$ cat config.mk
export PLATFORM = sky130hd
export DESIGN_NAME = cmp_stream_n
export DESIGN_NICKNAME = d
export VERILOG_FILES = /design/src/rtl/cmp_stream_n.sv
export SDC_FILE = /design/constraint.sdc
export NUM_CORES = 1
export LEC_CHECK = 0
export CORE_UTILIZATION = 30
export CTS_CLUSTER_SIZE = 12
export DETAILED_ROUTE_END_ITERATION = 10
export HOLD_SLACK_MARGIN = 0.06
export PLACE_DENSITY = 0.55
export SYNTH_ARGS = -nofsm -noshare
export SYNTH_HDL_FRONTEND = slang
export SYNTH_SLANG_ARGS = --single-unit
$ cat constraint.sdc
create_clock -name clk -period 4.2 [get_ports clk]
set_clock_uncertainty 0.05 [all_clocks]
set_input_delay 1.26 -clock clk [delete_from_list [all_inputs] [get_ports clk]]
set_output_delay 1.26 -clock clk [all_outputs]
set_load 0.1 [all_outputs]
$ cat src/rtl/cmp_stream_n.sv
// -----------------------------------------------------------------------------
// cmp_stream_n
//
// Streaming N-bit magnitude comparator with valid/ready flow control on both
// sides. Each accepted (a, b) pair produces one registered one-hot
// less/equal/greater result on the following cycle. A per-sample sgn bit
// selects two's-complement or unsigned ordering. Three saturating counters
// tally the outcomes of accepted samples.
//
// Parameters
//   N      operand width, N >= 2
//   CNT_W  statistics counter width, CNT_W >= 2
//
// Ports
//   clk        rising-edge clock
//   rst        asynchronous active-high reset
//   in_valid   a/b/sgn carry a sample
//   in_ready   sample is accepted this cycle (= !out_valid || out_ready)
//   a, b       operands
//   sgn        1 = two's complement, 0 = unsigned (sampled with a/b)
//   clr        synchronous clear of the three counters
//   out_valid  l/e/h hold a result
//   out_ready  downstream takes the result
//   l, e, h    A < B, A == B, A > B (one-hot while out_valid)
//   lt_cnt, eq_cnt, gt_cnt   saturating outcome counters
// -----------------------------------------------------------------------------
module cmp_stream_n #(
  parameter int unsigned N     = 32,
  parameter int unsigned CNT_W = 16
) (
  input  logic             clk,
  input  logic             rst,
  input  logic             in_valid,
  output logic             in_ready,
  input  logic [N-1:0]     a,
  input  logic [N-1:0]     b,
  input  logic             sgn,
  input  logic             clr,
  output logic             out_valid,
  input  logic             out_ready,
  output logic             l,
  output logic             e,
  output logic             h,
  output logic [CNT_W-1:0] lt_cnt,
  output logic [CNT_W-1:0] eq_cnt,
  output logic [CNT_W-1:0] gt_cnt
);

  typedef enum logic {
    ST_EMPTY = 1'b0,
    ST_FULL  = 1'b1
  } state_e;

  state_e state_q, state_d;

  logic acc;

  // Operands remapped so a plain unsigned compare gives the requested order.
  logic [N-1:0] a_ord;
  logic [N-1:0] b_ord;
  logic         cmp_lt;
  logic         cmp_eq;
  logic         cmp_gt;

  // Result register, packed as {l, e, h}.
  logic [2:0] res_q, res_d;

  logic [CNT_W-1:0] lt_cnt_q, lt_cnt_d;
  logic [CNT_W-1:0] eq_cnt_q, eq_cnt_d;
  logic [CNT_W-1:0] gt_cnt_q, gt_cnt_d;

  // Clear first, then a saturating increment, so a clr/accept collision
  // leaves the matching counter at 1.
  function automatic logic [CNT_W-1:0] cnt_next(
    input logic [CNT_W-1:0] cur,
    input logic             clr_i,
    input logic             hit
  );
    logic [CNT_W-1:0] base;
    base = clr_i ? '0 : cur;
    if (hit && (base != {CNT_W{1'b1}})) begin
      base = base + {{(CNT_W-1){1'b0}}, 1'b1};
    end
    return base;
  endfunction

  // ---------------------------------------------------------------------------
  // Comparison datapath
  // ---------------------------------------------------------------------------
  // Flipping the sign bit maps two's-complement order onto unsigned order:
  // the most negative value becomes 0 and the most positive becomes all-ones.
  assign a_ord = {a[N-1] ^ sgn, a[N-2:0]};
  assign b_ord = {b[N-1] ^ sgn, b[N-2:0]};

  assign cmp_lt = (a_ord <  b_ord);
  assign cmp_eq = (a_ord == b_ord);
  assign cmp_gt = !cmp_lt && !cmp_eq;

  // ---------------------------------------------------------------------------
  // Output-stage FSM: state register
  // ---------------------------------------------------------------------------
  // NOTE: state flops use non-blocking assignments so every register samples
  // the pre-edge values of the others, regardless of process ordering.
  always_ff @(posedge clk or posedge rst) begin
    if (rst) begin
      state_q <= ST_EMPTY;
    end else begin
      state_q <= state_d;
    end
  end

  // ---------------------------------------------------------------------------
  // Output-stage FSM: next-state logic
  // ---------------------------------------------------------------------------
  // NOTE: each combinational process assigns a default first so no path
  // leaves a variable unassigned and infers a latch.
  always_comb begin
    state_d = state_q;
    unique case (state_q)
      ST_EMPTY: if (acc) state_d = ST_FULL;
      ST_FULL: begin
        // A stalled FULL stays FULL; a drained FULL refills only on accept.
        if (out_ready && !acc) state_d = ST_EMPTY;
      end
      default: state_d = ST_EMPTY;
    endcase
  end

  // ---------------------------------------------------------------------------
  // Output-stage FSM: outputs
  // ---------------------------------------------------------------------------
  // in_ready deliberately ignores in_valid so upstream can use it to decide
  // whether to present a sample without a combinational loop.
  always_comb begin
    out_valid = (state_q == ST_FULL);
    in_ready  = !out_valid || out_ready;
  end

  assign acc = in_valid && in_ready;

  // ---------------------------------------------------------------------------
  // Result and counter next-state
  // ---------------------------------------------------------------------------
  always_comb begin
    res_d    = res_q;
    lt_cnt_d = cnt_next(lt_cnt_q, clr, acc && cmp_lt);
    eq_cnt_d = cnt_next(eq_cnt_q, clr, acc && cmp_eq);
    gt_cnt_d = cnt_next(gt_cnt_q, clr, acc && cmp_gt);
    // The result only moves on accept, so it stays frozen while stalled and
    // keeps its last value while EMPTY.
    if (acc) begin
      res_d = {cmp_lt, cmp_eq, cmp_gt};
    end
  end

  always_ff @(posedge clk or posedge rst) begin
    if (rst) begin
      res_q    <= '0;
      lt_cnt_q <= '0;
      eq_cnt_q <= '0;
      gt_cnt_q <= '0;
    end else begin
      res_q    <= res_d;
      lt_cnt_q <= lt_cnt_d;
      eq_cnt_q <= eq_cnt_d;
      gt_cnt_q <= gt_cnt_d;
    end
  end

  assign l      = res_q[2];
  assign e      = res_q[1];
  assign h      = res_q[0];
  assign lt_cnt = lt_cnt_q;
  assign eq_cnt = eq_cnt_q;
  assign gt_cnt = gt_cnt_q;

endmodule

==> impl_metrics.py <==
metrics = {
    "setup_path": {
        "path_buf_inv": 1,
        "worstPathArrival_ps": 4190,
        "max_stage_delay_ps": 560,
        "crit_type": "in -> reg",
        "rrSetupSlack_ps": 1690,
        "critPathCaptureType": "flip-flop",
        "cp.depth": 10,
        "crit_chain": "clkdlybuf4s50_1 > xor2_1 > ha_1 > nand4_2 > or4_4 > a41o_1 > a311oi_4 > nor2_4 > or4_1 > a21oi_1",
        "crit_family": "simple AND/OR/NAND/NOR gates",
        "worst-path-max-fanout": 10,
        "cp.required_ps": 4360,
        "ff2ff_path_depth": 8,
        "cpMaxStageDelayCell": "or4_4",
        "startpoint_type": "input port",
    },
    "sta": {
        "finalSetupViolCount": 0,
        "slew-limit-headroom": 0.329,
        "rsz0062_at_grt": "no",
        "fin_crit_sh": 0.959,
        "worst_pin_slew_ps": 1000,
        "fmax_mhz": 248,
        "layout_setup_ws_ps": 171,
        "hold_violations": 0,
        "final_max_slew_viol_count": 0,
        "fin_crit_ps": 4030,
    },
    "min_path": {
        "min_path_type": "reg -> reg",
        "hold_depth": 2,
    },
    "cts": {
        "clock-sinks": 52,
        "cts_buffers": 5,
        "cts-root-buf": "clkbuf_16",
        "hold_buffers": 0,
        "htreeDepth": 2,
        "clkTransAtPathRegs_ps": 70,
        "cts_tree": "yes",
        "clk_path_buf_depth": 2,
        "worstSkewPairLatency_ps": 290,
    },
    "pwr": {
        "p_per_area_nw_per_um2": 241,
        "clkPwrFrac": 0.335,
        "seqPwrFrac": 0.405,
        "vdd_drop_max_uv": 209,
        "intPower_w": 0.000892,
        "p_switching_w": 0.000390,
        "leakagePower_nw": 2.37,
        "switching_share": 0.304,
        "p_comb_frac": 0.261,
    },
    "logic_synthesis": {
        "avgSynthCellArea_um2": 8.94,
        "postSynth.asyncResetShare": 1.00,
        "synth_top_area_cell": "dfrtp_1",
        "synth_cell_types": 47,
        "syn_area_um2": 3560,
        "synthTopCellsByCount": "52 x dfrtp_1, 41 x nand2_1, 35 x ha_1, 35 x inv_1, 31 x nor2_1",
        "ys_warn_count": 0,
        "syn-instance-count": 398,
        "syn-num-nets": 503,
        "synth-seq-area-share": 0.366,
        "synth_most_common_cell": "dfrtp_1",
        "synth_seq_cells": 52,
        "yosysTopAreaCellShare": 0.366,
        "synth_top_cells_by_area": "dfrtp_1 37%, ha_1 12%, xnor2_1 5.9%",
        "synth_edf_count": 0,
        "synth_flop_cell": "dfrtp_1",
    },
    "floorplan": {
        "dieArea_um2": 12300,
        "core_um2": 11500,
        "io_pins": 123,
        "die_w_um": 111,
        "std_cell_rows": 39,
        "start_util": 0.310,
        "die_y_um": 111,
    },
    "cells_and_area": {
        "area_growth_pct": 49.3,
        "final_nets": 652,
        "finalInstanceArea_um2": 5310,
        "final_cells": 691,
        "antenna_cells": 0,
        "drive_gt1_frac": 0.102,
    },
    "route": {
        "antenna_left": 0,
        "dr.first_iter.drc_count": 117,
        "vias": 3399,
        "viasPerCell": 4.92,
        "wl_mm": 9.92,
        "wl_per_cell_um": 14.4,
        "drt_pass1_iterations": 4,
        "drc": 0,
    },
    "outcome": {
        "status": "complete, no violations",
    },
    "global_route": {
        "antenna_found_initial": 0,
        "gr-total-overflow": 0,
        "grt_pass1_wl_mm": 17.3,
        "grt_usage": 0.169,
        "grt_max_degree": 30,
        "grt_pass1_vias": 3672,
    },
    "place": {
        "post-dp-hpwl_mm": 7.78,
        "port_buffers": 122,
        "place_inst": 682,
        "place_ws_ps": -177,
        "detailed_place.area_um2": 5140,
        "place_congestion": 0.771,
    },
    "flow_run": {
        "cap_violations": 0,
    },
}
-- worst paths after layout --
check                      startpoint    endpoint
setup / recovery                  sgn   gt_cnt[8]
hold / removal               res_q[1]    res_q[1]
setup reg to reg            gt_cnt[1]   gt_cnt[8]
hold reg to reg              res_q[1]    res_q[1]
max in group asynchronous         rst  gt_cnt[15]
min in group asynchronous         rst   lt_cnt[4]
-- worst reg2reg max path, cell delays in order (launching register included) --
cell,delay (ps)
dfrtp_1,410
nor2b_1,150
ha_1,230
and4_1,230
a41o_1,300
a311oi_4,300
nor2_4,110
or4_1,480
a21oi_1,180
-- state kept, by name, summed over array words and instances, names as in the netlist --
register	cells
out_valid	1
lt_cnt	16
gt_cnt	16
res_q	3
eq_cnt	16
-- cells in the final DEF (no fill, tap or decap), types with 5 or more instances in the layout --
cell               n
clkdlybuf4s50_1  116
dfrtp_1           52
nand2_1           41
ha_1              35
inv_1             34
buf_4             33
nor2_1            31
xnor2_1           24
a21oi_1           20
nand4_1           17
nor2b_1           15
o21ai_0           14
xor2_1            12
nand3_1           12
nor3_1             9
nor4_1             9
and3_1             8
and4_1             5
clkbuf_16          5
-- layout make-up --
type / instances / area [µm²]
clock buffers: 6 / 139
multi-input cells: 302 / 2100
well taps: 143 / 179
flip-flops and latches: 52 / 1300
fillers: 1094 / 6150
inverters: 35 / 131
clock inverters: 2 / 13.8
repair buffers: 151 / 1450
-- cell families after synthesis --
kind of cell	count (synthesis)	synth area share
XOR/XNOR	36	0.0886
adder cells (fa/ha/maj)	35	0.123
AND/OR/NAND/NOR	171	0.256
flip-flops	52	0.366
multiplexers	5	0.0158
buffers and inverters	44	0.0475
AO/OA/AOI/OAI	55	0.103
-- per-layer routing --
layer | share of wire | track usage | vias to the layer above | wire length, µm
li1 | - | - | 1701 | -
met5 | 0 | 0 | - | 0
met4 | 0.0068 | 0.0329 | 0 | 67
met1 | 0.47 | 0.223 | 1601 | 4680
met2 | 0.47 | 0.290 | 90 | 4700
met3 | 0.047 | 0.0290 | 7 | 470
-- stage by stage --
step	total power [W]	hold slack (ps)	setup TNS, ps	utilization
4_1_cts	0.00130	433	0	0.462
6_report	0.00128	430	0	0.463
3_3_place_gp	0.000859	413	-61.9	0.448
5_1_grt	0.00135	468	0	0.463
2_1_floorplan	0.000717	911	0	-
3_5_place_dp	0.000865	416	-531	0.448
-- power groups by stage --
| stage | logic [W] | clock network, W | registers [W] |
|---|---|---|---|
| finish | 0.000334 | 0.000429 | 0.000519 |
| global route | 0.000363 | 0.000466 | 0.000521 |
| CTS | 0.000337 | 0.000443 | 0.000519 |
| detailed placement | 0.000336 | 0 | 0.000529 |
| global placement | 0.000330 | 0 | 0.000529 |
| floorplan | 0.000112 | 0 | 0.000605 |
-- what timing repair did --
item	CTS	global route
gates resized for setup	0	2
buffers inserted	0	1
setup endpoints to repair	0	1
No activity file was read; power rests on OpenSTA's default activity.
